### config.mk
export PLATFORM = sky130hd
export DESIGN_NAME = timer_entry_ctrl
export DESIGN_NICKNAME = d
export VERILOG_FILES = /design/src/rtl/timer_entry_ctrl.sv
export SDC_FILE = /design/constraint.sdc
export NUM_CORES = 1
export LEC_CHECK = 0
export CAP_MARGIN = 20
export CORE_UTILIZATION = 50
export DETAILED_ROUTE_END_ITERATION = 10
export PLACE_DENSITY = 0.85
export SLEW_MARGIN = 20
export SYNTH_ARGS = -nofsm -noshare
export SYNTH_HDL_FRONTEND = slang
export SYNTH_SLANG_ARGS = --single-unit
### constraint.sdc
create_clock -name clk -period 3.3 [get_ports clk]
set_input_delay 0.495 -clock clk [delete_from_list [all_inputs] [get_ports clk]]
set_output_delay 0.495 -clock clk [all_outputs]
set_load 0.03 [all_outputs]
### src/rtl/timer_entry_ctrl.sv
// Keypad timer-entry sequencer: debounces coded keys, accepts one digit per press, builds MM:SS BCD.
// Optional macro TIMER_ENTRY_SEC_CHECK_EN: time_valid also requires seconds-tens <= 5.
module timer_entry_ctrl #(
  parameter int DEBOUNCE_CYCLES = 4
) (
  input  logic        clk,
  input  logic        rst_n,
  input  logic [3:0]  kbd_code,
  input  logic        kbd_valid,
  input  logic        entry_en,
  input  logic        clear,
  output logic        kbd_en,
  output logic [15:0] time_bcd,
  output logic [2:0]  digit_count,
  output logic        key_strobe,
  output logic        overflow,
  output logic        time_valid
);
  typedef enum logic [1:0] {S_IDLE, S_DEBOUNCE, S_HELD, S_RELEASE} state_t;

  localparam logic [7:0] DC = 8'(DEBOUNCE_CYCLES);

  state_t      r_state, w_state_nxt;
  logic [7:0]  r_cnt, w_cnt_nxt, w_cnt_inc;
  logic [3:0]  r_code, w_code_nxt;
  logic        r_kbd_en;
  logic [15:0] r_bcd, w_bcd_nxt;
  logic [2:0]  r_digits, w_digits_nxt;
  logic        r_strobe, w_strobe_nxt;
  logic        r_ovf, w_ovf_nxt;
  logic        r_tv, w_tv_nxt;
  logic        w_valid, w_accept;

  // Samples are only trusted while the coder has been enabled for a full cycle.
  assign w_valid   = r_kbd_en & kbd_valid;
  assign w_cnt_inc = r_cnt + 8'd1;

  always_comb begin
    w_state_nxt = r_state;
    w_cnt_nxt   = r_cnt;
    w_code_nxt  = r_code;
    w_accept    = 1'b0;
    if (!r_kbd_en) begin
      w_state_nxt = S_IDLE;
      w_cnt_nxt   = 8'd0;
    end else begin
      case (r_state)
        S_IDLE:
          if (w_valid) begin
            w_code_nxt = kbd_code;
            if (DC == 8'd1) begin
              w_accept    = 1'b1;
              w_state_nxt = S_HELD;
              w_cnt_nxt   = 8'd0;
            end else begin
              w_state_nxt = S_DEBOUNCE;
              w_cnt_nxt   = 8'd1;
            end
          end
        S_DEBOUNCE:
          if (w_valid && kbd_code == r_code) begin
            if (w_cnt_inc == DC) begin
              w_accept    = 1'b1;
              w_state_nxt = S_HELD;
              w_cnt_nxt   = 8'd0;
            end else begin
              w_cnt_nxt = w_cnt_inc;
            end
          end else begin
            w_state_nxt = S_IDLE;
            w_cnt_nxt   = 8'd0;
          end
        S_HELD:
          if (!w_valid) begin
            // With a single-sample debounce the first invalid sample is already a full release.
            if (DC == 8'd1) begin
              w_state_nxt = S_IDLE;
              w_cnt_nxt   = 8'd0;
            end else begin
              w_state_nxt = S_RELEASE;
              w_cnt_nxt   = 8'd1;
            end
          end
        S_RELEASE:
          if (w_valid) begin
            w_state_nxt = S_HELD;
            w_cnt_nxt   = 8'd0;
          end else if (w_cnt_inc == DC) begin
            w_state_nxt = S_IDLE;
            w_cnt_nxt   = 8'd0;
          end else begin
            w_cnt_nxt = w_cnt_inc;
          end
        default: begin
          w_state_nxt = S_IDLE;
          w_cnt_nxt   = 8'd0;
        end
      endcase
    end
  end

  always_comb begin
    w_bcd_nxt    = r_bcd;
    w_digits_nxt = r_digits;
    w_ovf_nxt    = r_ovf;
    w_strobe_nxt = 1'b0;
    if (clear) begin
      w_bcd_nxt    = 16'h0000;
      w_digits_nxt = 3'd0;
      w_ovf_nxt    = 1'b0;
    end else if (w_accept) begin
      if (r_digits < 3'd4) begin
        w_bcd_nxt    = {r_bcd[11:0], kbd_code};
        w_digits_nxt = r_digits + 3'd1;
        w_strobe_nxt = 1'b1;
      end else begin
        w_ovf_nxt = 1'b1;
      end
    end
`ifdef TIMER_ENTRY_SEC_CHECK_EN
    w_tv_nxt = (w_digits_nxt != 3'd0) && (w_bcd_nxt != 16'h0000) && (w_bcd_nxt[7:4] <= 4'd5);
`else
    w_tv_nxt = (w_digits_nxt != 3'd0) && (w_bcd_nxt != 16'h0000);
`endif
  end

  always_ff @(posedge clk or negedge rst_n) begin
    if (!rst_n) begin
      r_state  <= S_IDLE;
      r_cnt    <= 8'd0;
      r_code   <= 4'd0;
      r_kbd_en <= 1'b0;
      r_bcd    <= 16'h0000;
      r_digits <= 3'd0;
      r_strobe <= 1'b0;
      r_ovf    <= 1'b0;
      r_tv     <= 1'b0;
    end else begin
      r_state  <= w_state_nxt;
      r_cnt    <= w_cnt_nxt;
      r_code   <= w_code_nxt;
      r_kbd_en <= entry_en;
      r_bcd    <= w_bcd_nxt;
      r_digits <= w_digits_nxt;
      r_strobe <= w_strobe_nxt;
      r_ovf    <= w_ovf_nxt;
      r_tv     <= w_tv_nxt;
    end
  end

  assign kbd_en      = r_kbd_en;
  assign time_bcd    = r_bcd;
  assign digit_count = r_digits;
  assign key_strobe  = r_strobe;
  assign overflow    = r_ovf;
  assign time_valid  = r_tv;
endmodule
==> results of run 1 <==
-- area by class of cell --
type                       count  area, µm²
timing repair buffer          34        333
fill                         273       1180
sequential                    37        926
multi-input combinational    142        830
clock buffer                   6       41.3
clock inverter                 2       10.0
tap                           46       57.6
inverter                       3       11.3
-- sequential cells by signal (all words and copies together), names as in the netlist --
register / cells
digit_count: 3
kbd_en: 1
key_strobe: 1
overflow: 1
r_cnt: 8
r_code: 4
r_state: 2
time_bcd: 16
time_valid: 1
-- placed cells by master, fill, tap and decap left out, types with 4 or more instances in the layout --
cell              n
nand2_1          41
dfrtp_1          37
clkdlybuf4s50_1  31
a21oi_1          21
nor2_1           12
o21ai_0           8
xnor2_1           5
nor4_1            5
mux2_2            5
clkbuf_4          5
nand2b_1          4
nor3_1            4
a22o_1            4
-- power by group through the flow --
stage	clock network, µW	registers (µW)	logic, µW
global placement	0	482	60.6
CTS	233	474	62.8
detailed placement	0	483	62.6
finish	228	474	62.1
floorplan	0	482	31.9
global route	256	476	70.1
-- through the flow --
step           util [%]  instance area [µm²]
6_report           65.2                 2210
5_1_grt            65.2                 2210
4_1_cts            65.2                 2210
3_5_place_dp       63.6                 2160
3_3_place_gp       63.6                 2160
2_1_floorplan         -                 1800
-- critical path, cell delays in order, from the launching register on --
cell and delay [ns]:
dfrtp_1 0.45, ha_1 0.26, and2b_1 0.22, o211ai_1 0.12
or4b_1 0.65, or4_1 0.50, mux2_4 0.32, a221oi_2 0.23
-- kinds of logic (layout without fill, tap and decap cells) --
logic type	count (synthesis)	after routing	share of synthesized area (%)
xor gates and xnor gates	7	7	3.40
muxes	6	6	3.95
and+or+nand+nor	85	85	22.9
buffers and inverters	10	45	2.70
AOI/OAI and AO/OA	41	41	13.7
adders and majority gates	3	3	2.08
DFF	37	37	51.3
-- worst max-delay path by stage --
| stage | slack [ns] | end | cells after the start | startpoint |
|---|---|---|---|---|
| after floorplan | 0.51 | time_valid | 8 | r_cnt[0] |
| after global placement | 0.57 | time_valid | 7 | r_cnt[0] |
| after detailed placement | 0.51 | time_valid | 7 | r_cnt[0] |
| after CTS | 0.47 | time_valid | 7 | r_cnt[0] |
| after global routing | 0.34 | time_valid | 7 | r_cnt[0] |
| final | 0.44 | time_valid | 7 | r_cnt[0] |
-- metal layers --
layer | share of wire [%] | wire [µm] | vias to the layer above
li1 | - | - | 730
met1 | 49 | 1820 | 698
met2 | 45 | 1650 | 38
met3 | 4.3 | 159 | 5
met4 | 1.5 | 56 | 0
met5 | 0 | 0 | -
==> reports/summary.log, run 1 <==
qor: timing.clock_skew 0.00973 ns
qor: synthesis.synth.top_cells.by_area dfrtp_1, nand2_1, a21oi_1, mux2_2, nor2_1
qor: power.p_leak 0.000905 µW
qor: setup_path.setup.worst_path.start_class flop
qor: grt.global_route.overflow_total 0
qor: detailed_routing.detail_route.vias_per_cell 5.45
qor: power.clock_power_share 29.8%
qor: timing.maxSlewHeadroom 46.0%
qor: timing.fin_tns_setup 0 ns
qor: detailed_routing.wl_per_cell 13.7 µm
qor: power.totalPowerFinal 763 µW
qor: place.detailed_place_hpwl 2.64 mm
qor: power.total_switching_power 189 µW
qor: clock_network.cts.sink_count 37
qor: setup_path.worst_r2r_dst time_valid
qor: floorplan.io_pins 32
qor: setup_path.r2r_setup_slack 0.44 ns
qor: timing.min_tclk_post_route 2.86 ns
qor: synthesis.biggest_area_consumer_among_synthesized_cells dfrtp_1
qor: timing.max_clock_freq 350 MHz
qor: clock_network.worst_skew_pair.late_latency 0.35 ns
qor: place.place_inst 262
qor: min_path.timing.hold.worst.start overflow
qor: synthesis.async_flop_share 100%
qor: place.io_buffers 31
qor: clock_network.htree_num_levels 2
qor: grt.grt_usage 22.3%
qor: clock_network.cts_tree built
qor: grt.global_route.usage.met2 33.4%
qor: clock_network.clock_tree.root_cell clkbuf_4
qor: detailed_routing.total_via_count_in_the_routed_design 1471
qor: grt.global_route.usage.met1 31.6%
qor: timing.drv_slew 0
qor: floorplan.core-area 0.00339 mm²
qor: synthesis.net_count_after_synthesis 201
qor: power.power.switching_fraction 24.8%
qor: synthesis.synthDistinctLibCells 36
qor: final_layout.n_antenna_cell 0
qor: setup_path.reg2regPathDepth 7
qor: place.gpl.final_weighted_congestion 0.956
qor: floorplan.design.die.area 0.00385 mm²
qor: grt.number_of_global_route_vias_before_repair 1287
qor: grt.grt_max_degree 23
qor: detailed_routing.ant_nets 0
qor: grt.grt_first_pass_wirelength 6.13 mm
qor: synthesis.synth-seq-area-share 51.3%
qor: grt.use_met3 6.21%
qor: final_layout.final_layout_size_suffix_gt1_share 8.93%
qor: min_path.min_delay_worst_endpoint overflow
qor: synthesis.yosysTopAreaCellShare 51.3%
qor: synthesis.ys_top_cells_by_count nand2_1, dfrtp_1, a21oi_1, nor2_1, o21ai_0
qor: synthesis.dominantRegCellSynth dfrtp_1
qor: setup_path.timing_worst_setup_path_type reg2reg
qor: floorplan.floorplan.die.width 62.1 µm
qor: grt.grt_antenna_before_repair 0
qor: synthesis.synthesized_area_per_cell 9.55 µm²
qor: final_layout.synthesis_to_layout_area_growth 22.4%
qor: detailed_routing.drt-pass1-iter-count 4
qor: timing.finalSetupViolations 0
qor: place.placement.setup.worst_slack 0.505 ns
qor: power.share_seq_of_total_power 62.0%
qor: clock_network.clock_tree.buffer_depth 2
qor: power.comb_power_share 8.1%
qor: setup_path.critPathCaptureType flop
qor: setup_path.cp.required 3.55 ns
qor: synthesis.yosys_warnings 0
qor: synthesis.most_numerous_cell_in_the_yosys_netlist nand2_1
qor: synthesis.netlist_instances 189
qor: timing.tightest_slew 0.807 ns
qor: final_layout.finalNonFillerCells 270
qor: clock_network.cts_buffers 5
qor: detailed_routing.post-route-drc-count 0
qor: detailed_routing.initialDrtViolationCount 63
qor: power.ir_worst_vdd 0.000283 V
qor: timing.timing.final.crit_share 86.7%
qor: final_layout.num-nets-final 235
qor: synthesis.synth_edf_count 0
qor: timing.timing.hold.ws 0.503 ns
qor: timing.final_critical_path_setup_slack 0.439 ns
qor: timing.finalHoldViolCount 0
qor: floorplan.die_height 62.1 µm
qor: job.cap_violations 0
qor: setup_path.r2r_start r_cnt[0]
qor: outcome.run_status finished, final reports clean
qor: detailed_routing.wl 3.69 mm
qor: synthesis.cell_area_after_synthesis 0.00180 mm²
qor: timing.rsz0062_at_grt no
qor: min_path.holdCritPathClass reg2reg
qor: clock_network.cts_post_setup_buffers_inserted 0
qor: grt.global_route.peak_usage_layer met2
qor: setup_path.cp_max_fo 7
qor: synthesis.yosys_reg_bits 37
qor: power.internal_power 574 µW
qor: clock_network.post_cts_hold_buffer_count 0
qor: clock_network.postCtsResizedCells 0
qor: min_path.depth_of_the_worst_hold_timing_path 2
qor: floorplan.initial_core_util 53.2%
qor: power.power.density 346 mW/mm²
qor: setup_path.worst_ep_arrival_time 3.11 ns
qor: clock_network.path_clk_slew 0.11 ns
qor: floorplan.num_rows 21
(Power assumes the default switching activity.)
==> inputs of run 2 (changes only) <==
Settings changed: SLEW_MARGIN 20 to unset.
==> results of run 2 <==
No change in the layout: final DEF, timing and power equal those of run 1.
